===== config.mk =====
export PLATFORM = sky130hd
export DESIGN_NAME = freq_meter
export DESIGN_NICKNAME = d
export VERILOG_FILES = /design/src/rtl/freq_meter.sv
export SDC_FILE = /design/constraint.sdc
export NUM_CORES = 1
export LEC_CHECK = 0
export ABC_CLOCK_PERIOD_IN_PS = 2700
export CAP_MARGIN = 20
export CORE_AREA = 2 2 79 137
export CTS_CLUSTER_SIZE = 28
export DETAILED_ROUTE_END_ITERATION = 7
export DIE_AREA = 0 0 81 139
export SETUP_SLACK_MARGIN = 0.02
export SLEW_MARGIN = 25
export SYNTH_ARGS = -nofsm -noshare
export SYNTH_HDL_FRONTEND = slang
export SYNTH_SLANG_ARGS = --single-unit
export TNS_END_PERCENT = 1

===== constraint.sdc =====
create_clock -name sysclk_i -period 2.7 [get_ports sysclk_i]
set_clock_uncertainty 0.05 [all_clocks]
set_input_delay 0.675 -clock sysclk_i [delete_from_list [all_inputs] [get_ports sysclk_i]]
set_output_delay 0.675 -clock sysclk_i [all_outputs]
set_load 0.05 [all_outputs]

===== src/rtl/freq_meter.sv =====
// Square-wave period/frequency meter referenced to sysclk.
// Period is measured rise-to-rise; frequency is counted over a free-running gate window.
module freq_meter #(
    parameter int GATE_CYCLES    = 100_000,
    parameter int TIMEOUT_CYCLES = 1_000_000,
    parameter int PER_W          = 24,
    parameter int FRQ_W          = 16
) (
    input  logic             sysclk_i,
    input  logic             rst_i,
    input  logic             sig_in_i,
    output logic [PER_W-1:0] period_o,
    output logic             period_valid_o,
    output logic [FRQ_W-1:0] freq_count_o,
    output logic             freq_valid_o,
    output logic             timeout_o
);

    localparam int GW = (GATE_CYCLES > 1) ? $clog2(GATE_CYCLES) : 1;

    typedef enum logic {IDLE, MEASURE} state_e;

    state_e             state_q, state_d;
    logic [2:0]         sync_q;  // [0]=s1, [1]=s2, [2]=s3 edge history
    logic               rise;
    logic [PER_W-1:0]   per_cnt_q, per_cnt_d;
    logic [PER_W-1:0]   period_q, period_d;
    logic               pvalid_q, pvalid_d;
    logic               timeout_q, timeout_d;
    logic [GW-1:0]      gate_cnt_q, gate_cnt_d;
    logic [FRQ_W-1:0]   edge_cnt_q, edge_cnt_d;
    logic [FRQ_W-1:0]   edge_inc;
    logic [FRQ_W-1:0]   freq_q, freq_d;
    logic               fvalid_q, fvalid_d;
    logic               gate_close;

    assign rise = sync_q[1] & ~sync_q[2];

    always_ff @(posedge sysclk_i) begin
        if (rst_i) begin
            sync_q     <= '0;
            state_q    <= IDLE;
            per_cnt_q  <= '0;
            period_q   <= '0;
            pvalid_q   <= 1'b0;
            timeout_q  <= 1'b0;
            gate_cnt_q <= '0;
            edge_cnt_q <= '0;
            freq_q     <= '0;
            fvalid_q   <= 1'b0;
        end else begin
            sync_q     <= {sync_q[1:0], sig_in_i};
            state_q    <= state_d;
            per_cnt_q  <= per_cnt_d;
            period_q   <= period_d;
            pvalid_q   <= pvalid_d;
            timeout_q  <= timeout_d;
            gate_cnt_q <= gate_cnt_d;
            edge_cnt_q <= edge_cnt_d;
            freq_q     <= freq_d;
            fvalid_q   <= fvalid_d;
        end
    end

    // A rise in the timeout cycle takes priority and yields a normal measurement.
    always_comb begin
        state_d   = state_q;
        per_cnt_d = per_cnt_q;
        period_d  = period_q;
        pvalid_d  = 1'b0;
        timeout_d = timeout_q;
        case (state_q)
            IDLE: begin
                per_cnt_d = '0;
                if (rise) begin
                    state_d   = MEASURE;
                    per_cnt_d = PER_W'(1);
                    timeout_d = 1'b0;
                end
            end
            MEASURE: begin
                if (rise) begin
                    period_d  = per_cnt_q;
                    per_cnt_d = PER_W'(1);
                    pvalid_d  = 1'b1;
                end else if (per_cnt_q == PER_W'(TIMEOUT_CYCLES)) begin
                    state_d   = IDLE;
                    period_d  = '0;
                    timeout_d = 1'b1;
                    per_cnt_d = '0;
                end else begin
                    per_cnt_d = per_cnt_q + PER_W'(1);
                end
            end
            default: state_d = IDLE;
        endcase
    end

    // A rise on the closing cycle belongs to the window being reported.
    always_comb begin
        gate_close = (gate_cnt_q == GW'(GATE_CYCLES - 1));
        edge_inc   = (rise && (edge_cnt_q != '1)) ? edge_cnt_q + FRQ_W'(1) : edge_cnt_q;
        gate_cnt_d = gate_cnt_q + GW'(1);
        edge_cnt_d = edge_inc;
        freq_d     = freq_q;
        fvalid_d   = 1'b0;
        if (gate_close) begin
            gate_cnt_d = '0;
            edge_cnt_d = '0;
            freq_d     = edge_inc;
            fvalid_d   = 1'b1;
        end
    end

    assign period_o       = period_q;
    assign period_valid_o = pvalid_q;
    assign freq_count_o   = freq_q;
    assign freq_valid_o   = fvalid_q;
    assign timeout_o      = timeout_q;

endmodule


==> impl_results.html, run 1 <==
<table>
<tr><th>Metric</th><th>Value</th></tr>
<tr><th colspan="2">Clocking</th></tr>
<tr><td>Count of cells resized by post-cts repair</td><td>0</td></tr>
<tr><td>Register clock-pin slew on the reported worst setup and hold paths</td><td>60 ps</td></tr>
<tr><td>Maximum root-to-sink buffer count</td><td>2</td></tr>
<tr><td>TritonCTS clock tree</td><td>built</td></tr>
<tr><td>Cts bufs inserted</td><td>9</td></tr>
<tr><td>Sink count of the clock tree</td><td>104</td></tr>
<tr><td>CTS Hold Buffers Added</td><td>0</td></tr>
<tr><td>Clock insertion delay at the later pin of the skew report</td><td>340 ps</td></tr>
<tr><td>Clk Tree Root Cell</td><td>clkbuf_16</td></tr>
<tr><td>Depth of the CTS H-tree</td><td>3</td></tr>
<tr><td># Post-CTS Setup Buffers</td><td>0</td></tr>
<tr><th colspan="2">Die</th></tr>
<tr><td>Number of core rows</td><td>49</td></tr>
<tr><td>Overall die height</td><td>between 100 and 150 µm</td></tr>
<tr><td>Floorplan Core Area</td><td>0.01018 mm²</td></tr>
<tr><td>Die Span X</td><td>about 81 µm</td></tr>
<tr><td>Count of boundary I/O pins</td><td>46</td></tr>
<tr><td>Die outline area</td><td>0.01126 mm²</td></tr>
<tr><td>Initial standard-cell utilization of the core</td><td>between 40 and 50%</td></tr>
<tr><th colspan="2">Logic synthesis</th></tr>
<tr><td>Fraction of synthesized cell area taken by the top area cell type</td><td>46.49%</td></tr>
<tr><td>Most frequent cell after synthesis</td><td>dfxtp_1</td></tr>
<tr><td>Count of cell types in the netlist</td><td>46</td></tr>
<tr><td>Main combinational cell family by area after synthesis</td><td>simple AND/OR/NAND/NOR gates</td></tr>
<tr><td>Top area cells in the synthesized netlist</td><td>dfxtp_1 46%, nor2_1 6.5%, a21oi_1 5.7%</td></tr>
<tr><td>Leading cell types by count after synthesis</td><td>104 x dfxtp_1, 78 x nor2_1, 51 x a21oi_1</td></tr>
<tr><td>Synthesized-area fraction occupied by and/or/nand/nor cells</td><td>29.84%</td></tr>
<tr><td>Nets in the synthesized netlist</td><td>between 500 and 600</td></tr>
<tr><td>Sequential-to-total area share from yosys stat</td><td>46.49%</td></tr>
<tr><td>Synthesized area divided by synthesized cell count</td><td>just under 9 µm²</td></tr>
<tr><td>Post-synthesis share of cell area spent on full adders, half adders and majority gates</td><td>roughly 1.1%</td></tr>
<tr><td>Dominant synthesized flop cell</td><td>dfxtp_1</td></tr>
<tr><td>Area fraction in compound gates after synthesis</td><td>about 9.2%</td></tr>
<tr><td>Number of synthesized register bits</td><td>104</td></tr>
<tr><td>Cell type with the largest total area after synthesis</td><td>dfxtp_1</td></tr>
<tr><td>Synth Area in XOR/XNOR</td><td>9.193%</td></tr>
<tr><td>Multiplexer fraction of the synthesized cell area</td><td>0.6706%</td></tr>
<tr><td>Synth Cell Area</td><td>0.004478 mm²</td></tr>
<tr><td>Gate Count Post-Synth</td><td>514</td></tr>
<tr><td>Yosys warnings</td><td>0</td></tr>
<tr><td>Number of synthesized flops with an enable pin</td><td>0</td></tr>
<tr><td>FFs w/ async S/R, synth</td><td>0%</td></tr>
<tr><th colspan="2">Routing</th></tr>
<tr><td>Pre-antenna DRT Iters</td><td>4</td></tr>
<tr><td>Vias</td><td>3682</td></tr>
<tr><td>Drt via density</td><td>about 5.4</td></tr>
<tr><td>Detailed-route wire length per cell</td><td>15.20 µm</td></tr>
<tr><td>Aggregate routed wire length</td><td>around 10000 µm</td></tr>
<tr><td>Antenna violation net count after detailed routing</td><td>0</td></tr>
<tr><td>DRC violations left</td><td>0</td></tr>
<tr><td>DRT iter0 DRCs</td><td>about 170</td></tr>
<tr><th colspan="2">Cells and area</th></tr>
<tr><td>Diodes inserted</td><td>0</td></tr>
<tr><td>Final cell count without fillers</td><td>680</td></tr>
<tr><td>Layout overhead on the synthesized area</td><td>18.11%</td></tr>
<tr><td>Fraction of final layout cells sized beyond drive strength 1</td><td>7.052%</td></tr>
<tr><td>Cell area after layout</td><td>about 0.0053 mm²</td></tr>
<tr><td>Core occupancy in the finished layout</td><td>51.97%</td></tr>
<tr><td>Final net count</td><td>between 500 and 600</td></tr>
<tr><th colspan="2">STA</th></tr>
<tr><td>Peak Freq</td><td>445.3 MHz</td></tr>
<tr><td>Unrepaired setup endpoints after global routing</td><td>false</td></tr>
<tr><td>Count of endpoints failing setup in the final report</td><td>0</td></tr>
<tr><td>Worst hold slack</td><td>402.7 ps</td></tr>
<tr><td>Final critical path time including I/O delays and setup</td><td>2246 ps</td></tr>
<tr><td>Post-layout worst setup margin</td><td>about 450 ps</td></tr>
<tr><td>Transition time at the pin with the least slew margin</td><td>597.8 ps</td></tr>
<tr><td>Final hold violation count</td><td>0</td></tr>
<tr><td>Slew headroom</td><td>around three fifths</td></tr>
<tr><td>Final clock period utilization by the worst path</td><td>83.18%</td></tr>
<tr><td>Setup total negative slack</td><td>0 ps</td></tr>
<tr><td>Max-slew violation count</td><td>0</td></tr>
<tr><th colspan="2">Power</th></tr>
<tr><td>Tot Pwr</td><td>2.834 mW</td></tr>
<tr><td>Static leakage</td><td>1.792 nW</td></tr>
<tr><td>Maximum VDD drop</td><td>434.7 µV</td></tr>
<tr><td>Power per cell area</td><td>535.8 mW/mm²</td></tr>
<tr><th colspan="2">Setup path</th></tr>
<tr><td>Beginning of the worst register-to-register path</td><td>gate_cnt_q[0]$_SDFF_PP0_</td></tr>
<tr><td>Critical path type</td><td>reg2out</td></tr>
<tr><td>FF-to-FF path depth</td><td>6</td></tr>
<tr><td>Cells along the critical path</td><td>clkdlybuf4s50_1</td></tr>
<tr><td>Minimum setup slack among reg-to-reg paths</td><td>500 ps</td></tr>
<tr><td>Cell at the slowest stage of the critical path</td><td>clkdlybuf4s50_1</td></tr>
<tr><td>Worst setup EP type</td><td>output port</td></tr>
<tr><td>Crit-path leading delay family</td><td>buffers and inverters</td></tr>
<tr><td>Bufs and invs on worst path</td><td>1</td></tr>
<tr><td>Type of origin of the critical path</td><td>flop</td></tr>
<tr><td>Worst flop-to-flop path endpoint</td><td>freq_count_o[2]$_SDFFE_PP0P_</td></tr>
<tr><td>Worst endpoint required time</td><td>1980 ps</td></tr>
<tr><td>Maximum fanout count along the critical path</td><td>3</td></tr>
<tr><td>CP Data Arrival Time</td><td>1520 ps</td></tr>
<tr><td>Max stage delay on crit path</td><td>just over 800 ps</td></tr>
<tr><th colspan="2">Global route</th></tr>
<tr><td>Initial antenna violation count</td><td>0</td></tr>
<tr><td>Maximum number of pins on one net before global-route repair</td><td>34</td></tr>
<tr><td>GRT Util Overall</td><td>about a fifth</td></tr>
<tr><td>First-pass GRT wire length</td><td>17480 µm</td></tr>
<tr><td>Via count of the first global-routing pass</td><td>3565</td></tr>
<tr><td>Global route overflow</td><td>0</td></tr>
<tr><th colspan="2">Worst hold path</th></tr>
<tr><td>HP Class</td><td>reg2reg</td></tr>
<tr><td>Worst Min Path Start</td><td>sync_q[0]$_SDFF_PP0_</td></tr>
<tr><td>WHS Endpoint</td><td>sync_q[1]$_SDFF_PP0_</td></tr>
<tr><td>Min-Delay Path Depth</td><td>1</td></tr>
<tr><th colspan="2">Flow run</th></tr>
<tr><td>Number of maximum-capacitance constraint violations</td><td>0</td></tr>
<tr><th colspan="2">Placement</th></tr>
<tr><td># placed instances</td><td>~670</td></tr>
<tr><td>Weighted congestion reported at the end of routability-driven placement</td><td>0.8034</td></tr>
<tr><td>Cell area after placement</td><td>around 0.0050 mm²</td></tr>
<tr><td>Count of buffers from port buffering</td><td>45</td></tr>
<tr><td>Placement-stage worst setup slack</td><td>499.5 ps</td></tr>
<tr><td>Total half-perimeter wirelength after legalization and detailed placement</td><td>7195 µm</td></tr>
<tr><th colspan="2">Outcome</th></tr>
<tr><td>Result of the run</td><td>completed</td></tr>
</table>
-- layout by cell type (no fill, tap or decap), drive strengths merged, types with 10 or more instances in the layout --
| cell | netlist | routed |
|---|---|---|
| clkbuf | 16 | 12 |
| nor4 | 10 | 10 |
| dfxtp | 104 | 104 |
| xor2 | 29 | 29 |
| nor2 | 78 | 78 |
| nor2b | 29 | 29 |
| nand3 | 45 | 45 |
| and3 | 12 | 12 |
| a21oi | 51 | 51 |
| xnor2 | 18 | 18 |
| clkdlybuf4s50 | 0 | 44 |
| a211oi | 11 | 11 |
| nand2 | 22 | 22 |
| nand4 | 12 | 12 |
-- logic make-up after synthesis --
group	count (synthesis)
fa+ha+maj	4
mux	3
flops	104
simple gates	248
compound gates	72
xor+xnor	47
buf+inv	36
-- area by class of cell --
type | instances | area, µm²
clock buffer | 12 | 256.5
clock inverter | 3 | 17.52
fill | 981 | 4888
inverter | 7 | 26.28
multi-input combinational | 374 | 2242
sequential | 104 | 2082
tap | 127 | 158.9
timing repair buffer | 53 | 505.5
-- power breakdown --
| group | total, mW | switching, mW | leakage [nW] | internal [mW] |
|---|---|---|---|---|
| clock network | 1.21 | 0.539 | 0.134 | 0.668 |
| registers | 1.55 | 0.0110 | 0.839 | 1.54 |
| logic | 0.0725 | 0.0517 | 0.819 | 0.0209 |
-- metal layers --
metal,GRT usage [%],part of all wire (%),vias to the layer above
met5,0,0,-
met2,35.23,54,59
met1,22.15,41,1763
met3,3.255,2.7,18
met4,7.583,2.2,0
li1,-,-,1842
-- state kept, by name (all words and copies together), names as in the netlist, 3 cells and up --
name,cells
edge_cnt_q,16
freq_count_o,16
gate_cnt_q,17
per_cnt_q,24
period_o,24
sync_q,3
-- worst max-delay path by stage --
stage / cells after the start / end / slack, ps / start
after detailed placement: 6 / freq_count_o[2]$_SDFFE_PP0P_ / 500 / gate_cnt_q[0]$_SDFF_PP0_
after global routing: 6 / freq_count_o[2]$_SDFFE_PP0P_ / 320 / gate_cnt_q[0]$_SDFF_PP0_
after CTS: 1 / period_o[0] / 420 / period_o[0]$_SDFFE_PP0P_
final: 1 / period_o[8] / 450 / period_o[8]$_SDFFE_PP0P_
after floorplan: 8 / freq_count_o[9]$_SDFFE_PP0P_ / 890 / gate_cnt_q[0]$_SDFF_PP0_
after global placement: 6 / freq_count_o[2]$_SDFFE_PP0P_ / 510 / gate_cnt_q[0]$_SDFF_PP0_
Power figures use the tool's default switching activity.
==> inputs of run 2 (changes only) <==
Settings changed: ABC_CLOCK_PERIOD_IN_PS 2700 to 1900, PLACE_DENSITY set to 0.67.
Clock period 2.7 ns to 1.9 ns, I/O delays scaled along.
==> impl_results.html, run 2 (same netlist as run 1, synthesis figures left out) <==
<table>
<tr><th>Metric</th><th>Value</th></tr>
<tr><th colspan="2">Worst hold path</th></tr>
<tr><td>Worst Min Path Start</td><td>rst_i</td></tr>
<tr><td>Min-Delay Path Depth</td><td>2 (+1)</td></tr>
<tr><td>HP Class</td><td>in2reg</td></tr>
<tr><td>WHS Endpoint</td><td>sync_q[0]$_SDFF_PP0_</td></tr>
<tr><th colspan="2">Setup path</th></tr>
<tr><td>Crit-path leading delay family</td><td>simple AND/OR/NAND/NOR gates</td></tr>
<tr><td>FF-to-FF path depth</td><td>7 (+1)</td></tr>
<tr><td>Worst endpoint required time</td><td>2060 ps (+80 ps)</td></tr>
<tr><td>Type of origin of the critical path</td><td>flop</td></tr>
<tr><td>CP Data Arrival Time</td><td>1960 ps (+440 ps)</td></tr>
<tr><td>Worst flop-to-flop path endpoint</td><td>freq_count_o[0]$_SDFFE_PP0P_</td></tr>
<tr><td>Max stage delay on crit path</td><td>360 ps (-460 ps)</td></tr>
<tr><td>Cell at the slowest stage of the critical path</td><td>dfxtp_1</td></tr>
<tr><td>Critical path type</td><td>reg2reg</td></tr>
<tr><td>Maximum fanout count along the critical path</td><td>4 (+1)</td></tr>
<tr><td>Bufs and invs on worst path</td><td>1 (unchanged)</td></tr>
<tr><td>Beginning of the worst register-to-register path</td><td>edge_cnt_q[1]$_SDFF_PP0_</td></tr>
<tr><td>Worst setup EP type</td><td>flop</td></tr>
<tr><td>Cells along the critical path</td><td>ha_2 &gt; nand4_1 &gt; nor4_4 &gt; buf_4 &gt; nor2_1 &gt; xnor2_1 &gt; a211oi_2</td></tr>
<tr><td>Minimum setup slack among reg-to-reg paths</td><td>100 ps (-400 ps)</td></tr>
<tr><th colspan="2">Die</th></tr>
<tr><td>Floorplan Core Area</td><td>0.01018 mm² (unchanged)</td></tr>
<tr><td>Count of boundary I/O pins</td><td>46 (unchanged)</td></tr>
<tr><td>Die Span X</td><td>81 µm (unchanged)</td></tr>
<tr><td>Initial standard-cell utilization of the core</td><td>44.00% (unchanged)</td></tr>
<tr><td>Number of core rows</td><td>49 (unchanged)</td></tr>
<tr><td>Die outline area</td><td>0.01126 mm² (unchanged)</td></tr>
<tr><td>Overall die height</td><td>139 µm (unchanged)</td></tr>
<tr><th colspan="2">Cells and area</th></tr>
<tr><td>Core occupancy in the finished layout</td><td>54.06% (+2.1 points)</td></tr>
<tr><td>Final net count</td><td>574 (+3.2%)</td></tr>
<tr><td>Fraction of final layout cells sized beyond drive strength 1</td><td>21.33% (+14 points)</td></tr>
<tr><td>Layout overhead on the synthesized area</td><td>22.86%</td></tr>
<tr><td>Diodes inserted</td><td>0 (unchanged)</td></tr>
<tr><td>Most used cells in the layout excluding fill and tap cells</td><td>99 x dfxtp_1, 77 x nor2_1, 65 x buf_4, 51 x a21oi_1, 45 x nand3_1</td></tr>
<tr><td>Leading cell type in the layout, fill and taps excluded</td><td>dfxtp_1</td></tr>
<tr><th colspan="2">Routing</th></tr>
<tr><td>Pre-antenna DRT Iters</td><td>4 (unchanged)</td></tr>
<tr><td>Antenna violation net count after detailed routing</td><td>0 (unchanged)</td></tr>
<tr><td>DRC violations left</td><td>0 (unchanged)</td></tr>
<tr><td>Drt via density</td><td>5.478 (+1.2%)</td></tr>
<tr><td>Detailed-route wire length per cell</td><td>14.87 µm (-2.2%)</td></tr>
<tr><td>DRT iter0 DRCs</td><td>209 (+24%)</td></tr>
<tr><td>Vias</td><td>3829 (+4.0%)</td></tr>
<tr><td>Aggregate routed wire length</td><td>10390 µm (+0.58%)</td></tr>
<tr><th colspan="2">STA</th></tr>
<tr><td>Count of endpoints failing setup in the final report</td><td>0 (unchanged)</td></tr>
<tr><td>Final critical path time including I/O delays and setup</td><td>1799 ps</td></tr>
<tr><td>Transition time at the pin with the least slew margin</td><td>488.4 ps (-109.5 ps)</td></tr>
<tr><td>Final clock period utilization by the worst path</td><td>94.69%</td></tr>
<tr><td>Max-slew violation count</td><td>0 (unchanged)</td></tr>
<tr><td>Peak Freq</td><td>555.8 MHz</td></tr>
<tr><td>Slew headroom</td><td>67.19% (+7.0 points)</td></tr>
<tr><td>Worst hold slack</td><td>354.7 ps (-48.04 ps)</td></tr>
<tr><td>Final hold violation count</td><td>0 (unchanged)</td></tr>
<tr><td>Unrepaired setup endpoints after global routing</td><td>true</td></tr>
<tr><th colspan="2">Placement</th></tr>
<tr><td>Count of buffers from port buffering</td><td>45 (unchanged)</td></tr>
<tr><td>Weighted congestion reported at the end of routability-driven placement</td><td>0.8563 (+6.6%)</td></tr>
<tr><td>Total half-perimeter wirelength after legalization and detailed placement</td><td>7174 µm (-0.29%)</td></tr>
<tr><th colspan="2">Power</th></tr>
<tr><td>Static leakage</td><td>2.036 nW (+14%)</td></tr>
<tr><td>Tot Pwr</td><td>4.271 mW (+51%)</td></tr>
<tr><td>Power per cell area</td><td>776.4 mW/mm² (+45%)</td></tr>
<tr><td>Maximum VDD drop</td><td>461.9 µV (+6.3%)</td></tr>
<tr><th colspan="2">Global route</th></tr>
<tr><td>Maximum number of pins on one net before global-route repair</td><td>37 (+8.8%)</td></tr>
<tr><td>Global route overflow</td><td>0 (unchanged)</td></tr>
<tr><td>First-pass GRT wire length</td><td>16990 µm (-2.8%)</td></tr>
<tr><td>Initial antenna violation count</td><td>0 (unchanged)</td></tr>
<tr><td>Via count of the first global-routing pass</td><td>3632 (+1.9%)</td></tr>
<tr><td>GRT Util Overall</td><td>18.97% (-0.56 points)</td></tr>
<tr><th colspan="2">Clocking</th></tr>
<tr><td>Sink count of the clock tree</td><td>104 (unchanged)</td></tr>
<tr><td>Clk Tree Root Cell</td><td>clkbuf_16</td></tr>
<tr><td>Clock insertion delay at the later pin of the skew report</td><td>350 ps (about the same)</td></tr>
<tr><td>Maximum root-to-sink buffer count</td><td>2 (unchanged)</td></tr>
<tr><td>Depth of the CTS H-tree</td><td>3 (unchanged)</td></tr>
<tr><td>Register clock-pin slew on the reported worst setup and hold paths</td><td>60 ps (about the same)</td></tr>
<tr><td>TritonCTS clock tree</td><td>built</td></tr>
<tr><td>Cts bufs inserted</td><td>9 (unchanged)</td></tr>
<tr><th colspan="2">Flow run</th></tr>
<tr><td>Number of maximum-capacitance constraint violations</td><td>0 (unchanged)</td></tr>
<tr><th colspan="2">Outcome</th></tr>
<tr><td>Result of the run</td><td>completed</td></tr>
</table>
run 2: changes by cell type in the layout (fill, tap and decap cells not counted), sizes merged:
cell           change
buf               +61
clkdlybuf4s50     -43
bufinv             +2
clkbuf             -2
clkinv             +2
clkinvlp           -1
run 2: repair_timing:
action / in CTS / in global routing
buffers inserted: 2 / 2
gates cloned: 0 / 0
pin swaps: 3 / 14
resized for setup: 0 / 27
hold buffers: 0 / 0
setup endpoints to repair: 11 / 47
run 2: report_power, final:
part / switching, mW / internal (mW) / total (mW)
clock: 0.787 / 1.15 / 1.94
combinational: 0.0841 / 0.0441 / 0.128
sequential: 0.0124 / 2.19 / 2.21
total: 0.884 / 3.39 / 4.27
run 2: worst reg2reg max path, cell delays in order (launching register included):
cell and delay, ps:
dfxtp_1 360, ha_2 210, nand4_1 190, nor4_4 210, buf_4 170, nor2_1 60, xnor2_1 270, a211oi_2 130
run 2: through the flow:
step	cells	setup TNS (ps)	worst slack, ps	cell area [µm²]
2_1_floorplan	514	0	90.19	4478
4_1_cts	697	0	27.07	5365
6_report	699	0	100.8	5502
5_1_grt	699	-27.03	-13.52	5502
3_5_place_dp	679	-211.4	-79.61	5037
3_3_place_gp	679	-29.68	-15.43	5037
run 2: routing by layer:
metal | global-route usage, % | vias up | part of all wire, %
met5 | 0 | - | 0
met4 | 6.780 | 0 | 2.1
met3 | 4.297 | 18 | 3.1
met2 | 34.19 | 76 | 54
met1 | 21.10 | 1852 | 41
li1 | - | 1883 | -
run 2: area by class of cell:
type                            instances  area, µm²
Multi-Input combinational cell        374       2350
Fill cell                             943       4676
Clock buffer                           10      229.0
Timing Repair Buffer                   71      565.5
Inverter                                7      26.28
Tap cell                              127      158.9
Sequential cell                       104       2088
Clock inverter                          6      83.83
run 2: worst max-delay path by stage:
stage / from / endpoint / slack, ps / cells after the start
floorplan: gate_cnt_q[0]$_SDFF_PP0_ / freq_count_o[9]$_SDFFE_PP0P_ / 90 / 8
global placement: edge_cnt_q[0]$_SDFF_PP0_ / freq_count_o[1]$_SDFFE_PP0P_ / -20 / 6
detailed placement: edge_cnt_q[0]$_SDFF_PP0_ / freq_count_o[0]$_SDFFE_PP0P_ / -80 / 6
CTS: gate_cnt_q[0]$_SDFF_PP0_ / freq_count_o[0]$_SDFFE_PP0P_ / 30 / 7
global route: edge_cnt_q[1]$_SDFF_PP0_ / freq_count_o[0]$_SDFFE_PP0P_ / -10 / 7
finish: edge_cnt_q[1]$_SDFF_PP0_ / freq_count_o[0]$_SDFFE_PP0P_ / 100 / 7
